<file path="config.mk">
export PLATFORM = sky130hd
export DESIGN_NAME = regfile_write_arbiter_flat
export DESIGN_NICKNAME = d
export VERILOG_FILES = /design/src/rtl/regfile_arb_pkg.sv /design/src/rtl/regfile_write_arbiter_if.sv /design/src/rtl/rf_rr_pick.sv /design/src/rtl/regfile_write_arbiter.sv /design/src/flat_wrapper.sv
export SDC_FILE = /design/constraint.sdc
export NUM_CORES = 1
export LEC_CHECK = 0
export CAP_MARGIN = 15
export CELL_PAD_IN_SITES_DETAIL_PLACEMENT = 0
export CELL_PAD_IN_SITES_GLOBAL_PLACEMENT = 1
export CORE_ASPECT_RATIO = 0.6
export CORE_MARGIN = 3
export CORE_UTILIZATION = 26
export CTS_CLUSTER_SIZE = 10
export DETAILED_ROUTE_END_ITERATION = 6
export GPL_ROUTABILITY_DRIVEN = 0
export PLACE_DENSITY = 0.82
export SLEW_MARGIN = 20
export SYNTH_ARGS = -nofsm -noshare
export SYNTH_HDL_FRONTEND = slang
export SYNTH_SLANG_ARGS = --single-unit
</file>
<file path="constraint.sdc">
create_clock -name clk -period 1.91 [get_ports clk]
set_input_delay 0.382 -clock clk [delete_from_list [all_inputs] [get_ports clk]]
set_output_delay 0.382 -clock clk [all_outputs]
set_load 0.03 [all_outputs]
</file>
<file path="src/rtl/regfile_arb_pkg.sv">
// Shared types and default sizing for the register-file write arbiter.
// Build option RF_ARB_ZERO_REG_EN (see regfile_write_arbiter) is not used here.
package regfile_arb_pkg;

    typedef enum logic [0:0] {
        ST_INIT = 1'b0,
        ST_ARB  = 1'b1
    } arb_state_t;

    localparam int DEF_NUM_REQ  = 4;
    localparam int DEF_ADDR_W   = 5;
    localparam int DEF_DATA_W   = 32;
    localparam int DEF_NUM_REGS = 32;
    localparam int DEF_PTR_W    = $clog2(DEF_NUM_REQ);

endpackage

</file>
<file path="src/rtl/regfile_write_arbiter_if.sv">
// Requester bus plus register-file write port of the write arbiter.
// master = requester/register-file side, slave = arbiter side.
interface regfile_write_arbiter_if
    import regfile_arb_pkg::*;
#(
    parameter int NUM_REQ = DEF_NUM_REQ,
    parameter int ADDR_W  = DEF_ADDR_W,
    parameter int DATA_W  = DEF_DATA_W
);
    logic [NUM_REQ-1:0]        req_valid;
    logic [NUM_REQ*ADDR_W-1:0] req_addr;
    logic [NUM_REQ*DATA_W-1:0] req_data;
    logic [NUM_REQ-1:0]        req_ready;
    logic                      rf_wr_en;
    logic [ADDR_W-1:0]         rf_wr_addr;
    logic [DATA_W-1:0]         rf_wr_data;
    logic                      init_busy;

    modport master (
        output req_valid, req_addr, req_data,
        input  req_ready, rf_wr_en, rf_wr_addr, rf_wr_data, init_busy
    );

    modport slave (
        input  req_valid, req_addr, req_data,
        output req_ready, rf_wr_en, rf_wr_addr, rf_wr_data, init_busy
    );
endinterface

</file>
<file path="src/rtl/rf_rr_pick.sv">
// Combinational round-robin picker: first valid requester at or after ptr,
// wrapping modulo NUM_REQ. ptr must be below NUM_REQ.
module rf_rr_pick
    import regfile_arb_pkg::*;
#(
    parameter int NUM_REQ = DEF_NUM_REQ,
    parameter int PTR_W   = DEF_PTR_W
) (
    input  logic [NUM_REQ-1:0] valid,
    input  logic [PTR_W-1:0]   ptr,
    output logic [NUM_REQ-1:0] grant,
    output logic [PTR_W-1:0]   grant_idx,
    output logic               grant_any
);
    localparam logic [PTR_W:0] NUM_REQ_W = (PTR_W+1)'(NUM_REQ);

    // cand[k] is the requester index examined k-th in priority order
    logic [PTR_W-1:0] cand [NUM_REQ];

    for (genvar gi = 0; gi < NUM_REQ; gi++) begin : g_cand
        logic [PTR_W:0] sum;
        assign sum      = {1'b0, ptr} + (PTR_W+1)'(gi);
        assign cand[gi] = (sum >= NUM_REQ_W) ? PTR_W'(sum - NUM_REQ_W) : sum[PTR_W-1:0];
    end

    always_comb begin
        grant_idx = '0;
        grant_any = 1'b0;
        for (int k = NUM_REQ - 1; k >= 0; k--) begin
            if (valid[cand[k]]) begin
                grant_idx = cand[k];
                grant_any = 1'b1;
            end
        end
        grant = grant_any ? (NUM_REQ'(1) << grant_idx) : '0;
    end
endmodule

</file>
<file path="src/rtl/regfile_write_arbiter.sv">
// Single write port controller for the register file: zero sweep after reset/clr,
// then round-robin arbitration. Option: RF_ARB_ZERO_REG_EN suppresses writes to addr 0.
module regfile_write_arbiter
    import regfile_arb_pkg::*;
#(
    parameter int NUM_REQ  = DEF_NUM_REQ,
    parameter int ADDR_W   = DEF_ADDR_W,
    parameter int DATA_W   = DEF_DATA_W,
    parameter int NUM_REGS = DEF_NUM_REGS
) (
    input  logic clk,
    input  logic rst_n,
    input  logic clr,
    regfile_write_arbiter_if.slave bus
);
    localparam int               PTR_W    = $clog2(NUM_REQ);
    localparam logic [ADDR_W-1:0] LAST_REG = ADDR_W'(NUM_REGS - 1);
    localparam logic [PTR_W-1:0]  LAST_REQ = PTR_W'(NUM_REQ - 1);

    arb_state_t        state_reg,   state_next;
    logic [ADDR_W-1:0] count_reg,   count_next;
    logic [PTR_W-1:0]  ptr_reg,     ptr_next;
    logic              wr_en_reg,   wr_en_next;
    logic [ADDR_W-1:0] wr_addr_reg, wr_addr_next;
    logic [DATA_W-1:0] wr_data_reg, wr_data_next;
    logic [NUM_REQ-1:0] ready;

    logic [NUM_REQ-1:0] grant;
    logic [PTR_W-1:0]   grant_idx;
    logic               grant_any;

    logic [ADDR_W-1:0] slot_addr [NUM_REQ];
    logic [DATA_W-1:0] slot_data [NUM_REQ];

    for (genvar gi = 0; gi < NUM_REQ; gi++) begin : g_slot
        assign slot_addr[gi] = bus.req_addr[gi*ADDR_W +: ADDR_W];
        assign slot_data[gi] = bus.req_data[gi*DATA_W +: DATA_W];
    end

    rf_rr_pick #(
        .NUM_REQ (NUM_REQ),
        .PTR_W   (PTR_W)
    ) u_pick (
        .valid     (bus.req_valid),
        .ptr       (ptr_reg),
        .grant     (grant),
        .grant_idx (grant_idx),
        .grant_any (grant_any)
    );

    always_ff @(posedge clk or negedge rst_n) begin
        if (!rst_n) begin
            state_reg   <= ST_INIT;
            count_reg   <= '0;
            ptr_reg     <= '0;
            wr_en_reg   <= 1'b0;
            wr_addr_reg <= '0;
            wr_data_reg <= '0;
        end else begin
            state_reg   <= state_next;
            count_reg   <= count_next;
            ptr_reg     <= ptr_next;
            wr_en_reg   <= wr_en_next;
            wr_addr_reg <= wr_addr_next;
            wr_data_reg <= wr_data_next;
        end
    end

    always_comb begin
        state_next   = state_reg;
        count_next   = count_reg;
        ptr_next     = ptr_reg;
        wr_en_next   = 1'b0;
        wr_addr_next = wr_addr_reg;
        wr_data_next = wr_data_reg;
        ready        = '0;
        case (state_reg)
            ST_INIT: begin
                if (clr) begin
                    count_next = '0;
                end else begin
                    wr_en_next   = 1'b1;
                    wr_addr_next = count_reg;
                    wr_data_next = '0;
                    if (count_reg == LAST_REG) begin
                        state_next = ST_ARB;
                        count_next = '0;
                    end else begin
                        count_next = count_reg + 1'b1;
                    end
                end
            end
            ST_ARB: begin
                // clr beats any pending request: no grant, no write this cycle
                if (clr) begin
                    state_next = ST_INIT;
                    count_next = '0;
                end else if (grant_any) begin
                    ready    = grant;
                    ptr_next = (grant_idx == LAST_REQ) ? '0 : grant_idx + 1'b1;
`ifdef RF_ARB_ZERO_REG_EN
                    if (slot_addr[grant_idx] != '0) begin
                        wr_en_next   = 1'b1;
                        wr_addr_next = slot_addr[grant_idx];
                        wr_data_next = slot_data[grant_idx];
                    end
`else
                    wr_en_next   = 1'b1;
                    wr_addr_next = slot_addr[grant_idx];
                    wr_data_next = slot_data[grant_idx];
`endif
                end
            end
            default: state_next = ST_INIT;
        endcase
    end

    assign bus.req_ready  = ready;
    assign bus.rf_wr_en   = wr_en_reg;
    assign bus.rf_wr_addr = wr_addr_reg;
    assign bus.rf_wr_data = wr_data_reg;
    assign bus.init_busy  = (state_reg == ST_INIT);
endmodule
</file>
<file path="src/flat_wrapper.sv">
// flat-port wrapper written by rule: the top's interface ports become plain ports
module regfile_write_arbiter_flat import regfile_arb_pkg::*;
#(
    parameter int NUM_REQ  = DEF_NUM_REQ,
    parameter int ADDR_W   = DEF_ADDR_W,
    parameter int DATA_W   = DEF_DATA_W,
    parameter int NUM_REGS = DEF_NUM_REGS
)
  (clk, rst_n, clr, bus_req_valid, bus_req_addr, bus_req_data, bus_req_ready, bus_rf_wr_en, bus_rf_wr_addr, bus_rf_wr_data, bus_init_busy);
  regfile_write_arbiter_if #(.NUM_REQ(NUM_REQ), .ADDR_W(ADDR_W), .DATA_W(DATA_W)) bus_i ();
  input  logic clk;
  input  logic rst_n;
  input  logic clr;
  input wire logic [$bits(bus_i.req_valid)-1:0] bus_req_valid;
  input wire logic [$bits(bus_i.req_addr)-1:0] bus_req_addr;
  input wire logic [$bits(bus_i.req_data)-1:0] bus_req_data;
  output wire logic [$bits(bus_i.req_ready)-1:0] bus_req_ready;
  output wire logic [$bits(bus_i.rf_wr_en)-1:0] bus_rf_wr_en;
  output wire logic [$bits(bus_i.rf_wr_addr)-1:0] bus_rf_wr_addr;
  output wire logic [$bits(bus_i.rf_wr_data)-1:0] bus_rf_wr_data;
  output wire logic [$bits(bus_i.init_busy)-1:0] bus_init_busy;
  assign bus_i.req_valid = bus_req_valid;
  assign bus_i.req_addr = bus_req_addr;
  assign bus_i.req_data = bus_req_data;
  assign bus_req_ready = bus_i.req_ready;
  assign bus_rf_wr_en = bus_i.rf_wr_en;
  assign bus_rf_wr_addr = bus_i.rf_wr_addr;
  assign bus_rf_wr_data = bus_i.rf_wr_data;
  assign bus_init_busy = bus_i.init_busy;
  regfile_write_arbiter #(.NUM_REQ(NUM_REQ), .ADDR_W(ADDR_W), .DATA_W(DATA_W), .NUM_REGS(NUM_REGS)) u_core (.clk(clk), .rst_n(rst_n), .clr(clr), .bus(bus_i));
endmodule
</file>
==> impl_metrics.env <==
export IMPL_status="finished with violations"
export IMPL_violations="negative setup slack"
export IMPL_grt_use_met1=0.214
export IMPL_final_nets=638
export IMPL_clkSinkCount=46
export IMPL_vias=2993
export IMPL_start_util=0.277
export IMPL_dieHeight_um=89.7
export IMPL_cts_tree="yes"
export IMPL_skew_ps=5.85
export IMPL_slew_violations=0
export IMPL_synth_compound_area_frac=0.193
export IMPL_syn_inst=265
export IMPL_crit_chain="mux2i_2, a211oi_2, buf_4, and2b_4, and2_4, buf_6"
export IMPL_postLayoutCoreUtil=0.520
export IMPL_ys_types=36
export IMPL_core_area_um2=11000
export IMPL_worst_pin_slew_ps=451
export IMPL_drc_errors=0
export IMPL_final_antenna_net_count=0
export IMPL_slowest_delay_ps=440
export IMPL_grt_max_degree=33
export IMPL_diodes=0
export IMPL_synth_top_family_by_area="multiplexers"
export IMPL_fin_crit_sh=1.09
export IMPL_grt_pass1_vias=3229
export IMPL_drv_cap=0
export IMPL_ys_async_sr_fraction=1.00
export IMPL_netlist_area_um2=3030
export IMPL_path_max_fanout=4
export IMPL_placed_cell_area_um2=5300
export IMPL_largest_reg_flops=32
export IMPL_syn_to_final_growth_pct=87.8
export IMPL_synth_nets=423
export IMPL_cts_hold_fix_buffers=0
export IMPL_routed_wl_um=11300
export IMPL_numCtsBuffers=5
export IMPL_crit_type="flip-flop to output pin"
export IMPL_synthAdderAreaFrac=0.0124
export IMPL_dp_hpwl_um=8670
export IMPL_port_buffer_count=197
export IMPL_slew_headroom=0.699
export IMPL_critical_path_startpoint_type="flip-flop"
export IMPL_setup_violations=4
export IMPL_synth_simple_gate_area_frac=0.0912
export IMPL_grt_usage=0.165
export IMPL_numPlacedInstances=620
export IMPL_crit_buf_inv=2
export IMPL_worst_slack_ps=-177
export IMPL_grt_busiest_layer="met2"
export IMPL_fillers=994
export IMPL_ir_drop_uv=300
export IMPL_wl_per_cell_um=17.8
export IMPL_power_leakage_uw=0.00235
export IMPL_final_cell_area_um2=5700
export IMPL_synth_mux_area_frac=0.258
export IMPL_drive_above_1_share=0.220
export IMPL_clk_pin_slew_ps=60
export IMPL_synth_edf_count=0
export IMPL_setup_tns_ps=-561
export IMPL_htree_num_levels=2
export IMPL_end_kind="output pin"
export IMPL_ys_ff_latch=46
export IMPL_dr_pass1_iters=4
export IMPL_multi_input_area_um2=1830
export IMPL_drt_iter0_markers=104
export IMPL_synth_flop_cell="dfrtp_1"
export IMPL_antenna_found_initial=0
export IMPL_cts_root_buf="clkbuf_16"
export IMPL_synth_xor_xnor_area_share=0
export IMPL_period_needed_ps=2090
export IMPL_final_seq_area_um2=1150
export IMPL_rsz0062_at_grt="yes"
export IMPL_cp_slowest_cell="dfrtp_2"
export IMPL_p_per_area_nw_per_um2=578
export IMPL_die_area_um2=13000
export IMPL_postSynthAreaPerCell_um2=11.4
export IMPL_std_cell_rows=29
export IMPL_synth_yosys_seq_area_share=0.380
export IMPL_boundaryPins=198
export IMPL_yosys_warnings=0
export IMPL_path_delay_family="flip-flops"
export IMPL_hp_class="input port to async pin"
export IMPL_clock_latency_ps=290
export IMPL_overflow=0
export IMPL_die_w_um=145
export IMPL_clk_path_buf_depth=2
export IMPL_worstPathArrival_ps=1710
export IMPL_hold_viol_final=0
export IMPL_via_per_inst=4.71
export IMPL_grt_pass1_wl_um=17000
export IMPL_cp_data_required_time_ps=1530
export IMPL_max_freq_ghz=0.479
export IMPL_use_met3=0.0527
export IMPL_grtUsageMet2=0.281
export IMPL_final_cells=636
==> synthesized netlist by cell type (3+ instances only) <==
| master | number | area, um^2 |
|---|---|---|
| inv_1 | 3 | 11.3 |
| mux2i_1 | 77 | 771 |
| a21oi_1 | 6 | 30.0 |
| nand2_1 | 33 | 124 |
| o22ai_1 | 5 | 31.3 |
| ha_1 | 3 | 37.5 |
| buf_4 | 6 | 45.0 |
| o221ai_1 | 12 | 105 |
| o221ai_2 | 20 | 300 |
| clkbuf_1 | 5 | 18.8 |
| nor2_1 | 10 | 37.5 |
| and2_1 | 3 | 18.8 |
| a221oi_2 | 5 | 75.1 |
| dfrtp_1 | 46 | 1150 |
| buf_6 | 5 | 56.3 |
==> timing repair <==
action	4_1_cts	5_1_grt
buffers inserted	4	2
gates cloned	0	2
setup endpoints to repair	35	27
resized for setup	14	26
pin swaps	4	2
==> layer usage <==
layer / share of wire / wire (um)
met1: 0.45 / 5060
met2: 0.47 / 5340
met3: 0.072 / 816
met4: 0.0066 / 75
met5: 0 / 0
==> final timing paths <==
path	startpoint	endpoint	slack, ps	cells past startpoint
min in group clk	u_core.bus.rf_wr_data[5]	u_core.bus.rf_wr_data[5]	490	2
max reg2reg	u_core.ptr_reg[1]	u_core.bus.rf_wr_data[10]	60	8
min reg2reg	u_core.bus.rf_wr_data[5]	u_core.bus.rf_wr_data[5]	490	2
max in group asynchronous	rst_n	u_core.bus.rf_wr_data[20]	1360	2
min	rst_n	u_core.bus.rf_wr_data[6]	40	1
max	u_core.ptr_reg[1]	bus_req_ready[2]	-180	6
==> where the power goes <==
group | leakage (uW) | total, uW | internal [uW] | switching [uW]
Combinational | 0.00164 | 1280 | 770 | 507
Clock | 0.0000836 | 984 | 613 | 371
Sequential | 0.000623 | 1030 | 1000 | 29.7
Total | 0.00235 | 3290 | 2380 | 908
==> cell usage in the layout, fill, tap and decap left out, types with 2 or more instances in the layout <==
master / count
a21oi_1: 3
a21oi_2: 3
a221oi_2: 5
and2_4: 2
buf_12: 7
buf_4: 24
buf_6: 4
clkbuf_16: 7
clkdlybuf4s50_1: 187
clkinv_2: 2
dfrtp_1: 44
dfrtp_2: 2
dlygate4sd2_1: 3
ha_1: 3
inv_1: 2
mux2i_1: 63
mux2i_2: 10
mux2i_4: 4
nand2_1: 33
nand3b_1: 2
nor2_1: 8
nor3_1: 2
o21ai_0: 2
o221ai_1: 12
o221ai_2: 20
o22ai_1: 5
==> metrics by stage <==
step / power (uW) / setup WS (ps) / hold WS (ps)
global placement: 2160 / -431 / 356
global route: 3460 / -251 / 62.9
floorplan: 1610 / 37.0 / 86.4
CTS: 3200 / -181 / 46.3
finish: 3290 / -177 / 35.3
detailed placement: 2180 / -472 / 359
==> cells by family after synthesis <==
kind of cell	count (synthesis)
and+or+nand+nor	59
DFF	46
muxes	78
adders and majority gates	3
buffers and inverters	25
AOI/OAI and AO/OA	54
==> final cells by class <==
class,count,area share
clock buffer,5,0.0220
inverter,3,0.00198
timing repair buffer,230,0.411
sequential,46,0.203
multi-input combinational,194,0.321
tap,155,0.0341
clock inverter,3,0.00703
Note: power is estimated with default switching activity, not from simulation.
